`src/rtl/shift_seq16.sv`:
```
// Multi-cycle 16-bit shifter: one 1-bit shift (or rotate) per clock until the requested amount is reached.
// Latency: done is high after edge `amount` (edge 0 samples start). busy falls one edge later.
// Backpressure: while busy (SHIFT or DONE), start is ignored and not queued. abort cancels SHIFT with no done pulse.
//
// Ports:
//   clk, rst       - clock; asynchronous active-high reset
//   start          - request, sampled only while idle
//   in_16, amount  - operand and shift count (0-15), captured on the accepted start
//   right, arith   - direction (1 = right) and sign-fill on right shifts, captured on the accepted start
//   rotate         - rotate instead of fill; honoured only when SHIFT_SEQ_ROTATE_EN is defined
//   abort          - cancel during SHIFT; out_16 keeps the partial value
//   out_16         - working register; final only while done is high
//   busy, done     - not-idle flag; one-cycle completion pulse
//
// Build option: define SHIFT_SEQ_ROTATE_EN to enable rotate. Otherwise the rotate port is ignored.
module shift_seq16 (
   input  logic        clk,
   input  logic        rst,
   input  logic        start,
   input  logic [15:0] in_16,
   input  logic [3:0]  amount,
   input  logic        right,
   input  logic        arith,
   input  logic        rotate,
   input  logic        abort,
   output logic [15:0] out_16,
   output logic        busy,
   output logic        done
);

   typedef enum logic [1:0] {
      S_IDLE  = 2'd0,
      S_SHIFT = 2'd1,
      S_DONE  = 2'd2
   } state_t;

   state_t      state;
   state_t      state_nxt;
   logic [15:0] work;
   logic [3:0]  cnt;
   logic        right_q;
   logic        arith_q;
   logic [15:0] step;
   logic        accept;

   assign accept = (state == S_IDLE) && start;

`ifdef SHIFT_SEQ_ROTATE_EN
   logic rot_q;

   always_ff @(posedge clk or posedge rst) begin
      if (rst) begin
         rot_q <= 1'b0;
      end else if (accept) begin
         rot_q <= rotate;
      end
   end
`else
   // The port stays on the block for a uniform interface; nothing consumes it.
   logic rotate_unused;
   assign rotate_unused = rotate;
`endif

   // One step of the shift datapath. Left shifts never sign-fill, so arith only matters for right shifts.
   always_comb begin
      step = {work[14:0], 1'b0};
      if (right_q) begin
         step = {arith_q & work[15], work[15:1]};
      end
`ifdef SHIFT_SEQ_ROTATE_EN
      if (rot_q) begin
         step = right_q ? {work[0], work[15:1]} : {work[14:0], work[15]};
      end
`endif
   end

   // State register
   always_ff @(posedge clk or posedge rst) begin
      if (rst) begin
         state <= S_IDLE;
      end else begin
         state <= state_nxt;
      end
   end

   // Next-state logic. abort wins over the final SHIFT->DONE step.
   always_comb begin
      state_nxt = state;
      case (state)
         S_IDLE: begin
            if (start) begin
               state_nxt = (amount == 4'd0) ? S_DONE : S_SHIFT;
            end
         end
         S_SHIFT: begin
            if (abort) begin
               state_nxt = S_IDLE;
            end else if (cnt == 4'd1) begin
               state_nxt = S_DONE;
            end
         end
         S_DONE: begin
            state_nxt = S_IDLE;
         end
         default: begin
            state_nxt = S_IDLE;
         end
      endcase
   end

   // Working register, count and latched controls.
   // An aborted step is not applied, so out_16 keeps the partial value.
   always_ff @(posedge clk or posedge rst) begin
      if (rst) begin
         work    <= 16'h0000;
         cnt     <= 4'd0;
         right_q <= 1'b0;
         arith_q <= 1'b0;
      end else if (accept) begin
         work    <= in_16;
         cnt     <= amount;
         right_q <= right;
         arith_q <= arith;
      end else if ((state == S_SHIFT) && !abort) begin
         work <= step;
         cnt  <= cnt - 4'd1;
      end
   end

   // Output logic
   always_comb begin
      busy = (state != S_IDLE);
      done = (state == S_DONE);
   end

   assign out_16 = work;

endmodule

```
`config.mk`:
```
export PLATFORM = sky130hd
export DESIGN_NAME = shift_seq16
export DESIGN_NICKNAME = d
export VERILOG_FILES = /design/src/rtl/shift_seq16.sv
export SDC_FILE = /design/constraint.sdc
export NUM_CORES = 1
export LEC_CHECK = 0
export CORE_MARGIN = 10
export CORE_UTILIZATION = 45
export CTS_CLUSTER_SIZE = 24
export DETAILED_ROUTE_END_ITERATION = 10
export PLACE_DENSITY_LB_ADDON = 0.25
export SLEW_MARGIN = 20
export SYNTH_ARGS = -nofsm -noshare
export SYNTH_HDL_FRONTEND = slang
export SYNTH_SLANG_ARGS = --single-unit
export TNS_END_PERCENT = 30
```
`constraint.sdc`:
```
create_clock -name clk -period 2.8 [get_ports clk]
set_clock_uncertainty 0.2 [all_clocks]
set_input_delay 0.56 -clock clk [delete_from_list [all_inputs] [get_ports clk]]
set_output_delay 0.56 -clock clk [all_outputs]
set_load 0.02 [all_outputs]
```
# [After elaboration in Yosys (flattened, before gate mapping)]
# Cells that the tools add are included.
[classes] n_bitwise=1 mux=10 addsub=1 n_eq_ne=5 reduce_logical=8
[ops] op="$mux 16" n=3
[ops] op="$mux 2" n=4
[ops] op="$mux 4" n=2
[ops] op="$eq 4x1->1 const B" n=1
[ops] op="$logic_not 4->1" n=1
[ops] op="$pmux 2 s2" n=1
[ops] op="$reduce_bool 2->1" n=2
[ops] op="$sub 4x1->4 const B" n=1
[ops] op="$ne 3x3->1 const B" n=1
[ops] op="$eq 2x1->1 const B" n=1
[ops] op="$eq 2x2->1 const B" n=1
[ops] op="$logic_and 1x1->1" n=2
[ops] op="$logic_not 2->1" n=1
[ops] op="$ne 2x2->1 const B" n=1
[ops] op="$reduce_and 2->1" n=1
[ops] op="$and 1x1->1" n=1
[ops] op="$logic_not 1->1" n=1
[totals] out_inout_bits=18 input_bits=27 word_cells=30 ff_bits=24

# [Logic depth before layout (Yosys ltp)]
[depth] ltp_word=4 mapped_depth=6 depth_no_buf=5

# [Worst setup path after synthesis]
# Ideal clock, no wire load.
[synth_timing] kind="in2reg" start="in start" end="reg cnt[3]" path_slack_ps=912 stages=4 path_buffers=1 t_required_ps=2474 arrival_ps=1562 path_cell_list="or3b_1 > buf_2 > mux2_2 > a221o_1"
[synth_between] elab_chain_cells=2
[synth_lines] element="from (decl)" line_no="19" text="input logic start,"
[synth_lines] element="$logic_and 1x1->1 (*)" line_no="46" text="assign accept = (state == S_IDLE) && start;"
[synth_lines] element="$mux 4 or $reduce_bool 2->1 (tied branches)"
[synth_lines] element="to (signal assigned)" line_no="121" text="cnt <= amount;"
[synth_lines] element="to (signal assigned)" line_no="126" text="cnt <= cnt - 4'd1;"
[synth_lines] element="to (decl)" line_no="40" text="logic [3:0] cnt;"
# Mark *: on every way between the ends. The rest lies on a longest branch, timed or not.
# A chain may end at the register's enable or synchronous reset.

# [Final worst setup path]
[layout_timing] start="reg state[1]" end="out done"
[layout_between] elab_chain_cells=1
[layout_lines] element="from (decl)" line_no="37" text="state_t state;"
[layout_lines] element="from (signal assigned)" line_no="82" text="state <= state_nxt;"
[layout_lines] element="$eq 2x2->1" line_no="133" text="done = (state == S_DONE);"
[layout_lines] element="to (decl)" line_no="28" text="output logic done"
# Every way passes these cells.

==> flow_metrics.tcl <==
set metrics [dict create \
    grt_pass1_vias 1272 \
    worstPathMaxFanout 6 \
    antenna_found_initial 0 \
    rsz0062_at_grt "false" \
    antenna_cells 0 \
    relSlewSlack_pct 37.9 \
    initial_core_util_pct 45.9 \
    synth_top_area_share_pct 43.6 \
    die_h_microns 75.3 \
    fmaxAchievable_mhz 421 \
    row_count 20 \
    cp.arrival_ns 1.61 \
    leakagePower_nw 0.765 \
    synth.avg_cell_area_sq_um 9.06 \
    fin_tns_setup_ns 0 \
    cpPeakStageDelay_ns 0.64 \
    p_per_area_nw_per_um2 1040 \
    ant_nets 0 \
    postSynthCellCount 152 \
    drt_iter0_markers 135 \
    crit_chain "nor2b_1, clkdlybuf4s50_1" \
    ys_ff_latch 24 \
    crit_slowest_cell "clkdlybuf4s50_1" \
    gp_congestion 0.781 \
    critPathCaptureType "output pin" \
    maxSlewViolCount 0 \
    grt_max_degree 36 \
    vdd_drop_max_mv 0.504 \
    dpl_cell_area_sq_um 1820 \
    synth_area_leader_cell "dfrtp_1" \
    dr.pass1.iters 4 \
    status "completed" \
    netlist_area_sq_um 1380 \
    ys_types 27 \
    numCtsBuffers 3 \
    synth_nets 181 \
    worst-setup-path-type "reg -> out" \
    coreArea_sq_um 3000 \
    yosysSeqAreaShare_pct 43.6 \
    startpoint_type "flip-flop" \
    via_per_inst 5.67 \
    grt.overflow.total 0 \
    fin_area_sq_um 1850 \
    worst_slew_pin_slew_ns 0.931 \
    busiest_layer "met2" \
    wl_per_cell_microns 17.3 \
    cts_resized 0 \
    die_area_sq_um 5670 \
    dp_hpwl_microns 2700 \
    clockBufferDepth 2 \
    synth_area_leaders "dfrtp_1 (44%), o31ai_1 (8.2%), a211oi_1 (7.6%)" \
    drcViolationCount 0 \
    fin_crit_ns 2.37 \
    die_x_microns 75.3 \
    grt_pass1_wl_microns 6270 \
    track_usage_pct 14.1 \
    grt.met2_usage_pct 22.8 \
    io_pins 45 \
    clock_sinks 24 \
    min_path_type "reg -> reg" \
    cts_tree "built" \
    num_vias 1265 \
    place.port_buffers 43 \
    cts.root.buffer_cell "clkbuf_4" \
    worstPathRequired_ns 2.04 \
    postCtsSetupRepairBufs 0 \
    ys_warn_count 0 \
    insertion_delay_ns 0.32 \
    grtUsageMet3_pct 4.30 \
    setup_viol 0 \
    period_share_pct 84.8 \
    wl_microns 3870 \
    nets 220 \
    ctsHoldBuffers 0 \
    area_delta_synth_final_pct 34.5 \
    hold_viol_final 0 \
    drv_cap 0 \
    grt_util_met1_pct 17.7 \
    layout-drive-gt1-share_pct 6.84 \
    htreeDepth 1 \
    clk_pin_slew_worst_paths_ns 0.14 \
]
## state kept, by name, indices dropped and copies added (netlist names)
name / flops
cnt: 4
state: 2
right_q: 1
arith_q: 1
out_16: 16
## synthesized netlist by cell type, drive strengths merged
cell    count
or3         1
a311oi      1
or3b        2
a31oi       1
ha          2
buf         5
inv         4
nor3b       4
a22oi       1
a221o       4
a211oi     14
nor2       22
nand3      16
mux2i       1
o22ai       1
nor4        1
nor3        1
dfrtp      24
clkbuf      8
nand2       7
o31ai      15
mux2        1
nor2b      16
## final timing paths
check | from | end | slack, ns | cells after the start
max | state[1] | done | 0.43 | 2
max reg2reg | state[1] | cnt[2] | 0.80 | 4
min reg2reg | arith_q | arith_q | 0.31 | 2
min | arith_q | arith_q | 0.31 | 2
max in group asynchronous | rst | out_16[7] | 1.80 | 3
min in group asynchronous | rst | cnt[1] | 0.37 | 3
## cells in the final DEF (no fill, tap or decap), types with 3 or more instances in the layout
cell,count
clkdlybuf4s50_1,43
dfrtp_1,24
nor2_1,21
nand3_1,16
nor2b_1,16
o31ai_1,15
a211oi_1,14
nand2_1,7
a221o_1,4
inv_1,4
buf_4,4
clkbuf_4,3
## worst max-delay path: cells and delay by family (launching register included)
kind | cells | cell delay, ns
flip-flops | 1 | 0.48
AND/OR/NAND/NOR | 1 | 0.18
buffers and inverters | 1 | 0.64
## metal layers
metal  routed length, microns  vias to the layer above
li1                         -                      629
met1                     1700                      596
met2                     1850                       38
met3                      302                        2
met4                       19                        0
met5                        0                        -
## area by class of cell
cell class,count,area [sq um]
inverter,4,15.0
clock buffer,4,36.3
timing repair buffer,47,460
tap,33,41.3
sequential,24,601
fill,278,1150
multi-input combinational,111,699
## logic make-up after synthesis
logic type	Yosys count	synth area share (%)
AO/OA/AOI/OAI	37	20.8
adder cells (fa/ha/maj)	2	1.82
buffers and inverters	17	5.81
flip-flops	24	43.6
multiplexers	2	1.54
AND/OR/NAND/NOR	70	26.4
## stage by stage
step	utilization, %	setup slack (ns)	hold WS [ns]	total power [mW]	cells
after floorplan	-	0.912	0.246	1.33	152
after global placement	60.4	0.131	0.266	1.70	219
after detailed placement	60.5	0.311	0.276	1.74	219
after CTS	61.7	0.441	0.307	1.93	223
after global routing	61.7	0.348	0.333	2.08	223
final	61.7	0.425	0.308	1.93	223
## power breakdown
group          switching, mW  internal (mW)  total (mW)
registers              0.211          0.506       0.716
logic                  0.516          0.501        1.02
clock network          0.113         0.0795       0.192
total                  0.840           1.09        1.93
Note: power is estimated with default switching activity, not from simulation.
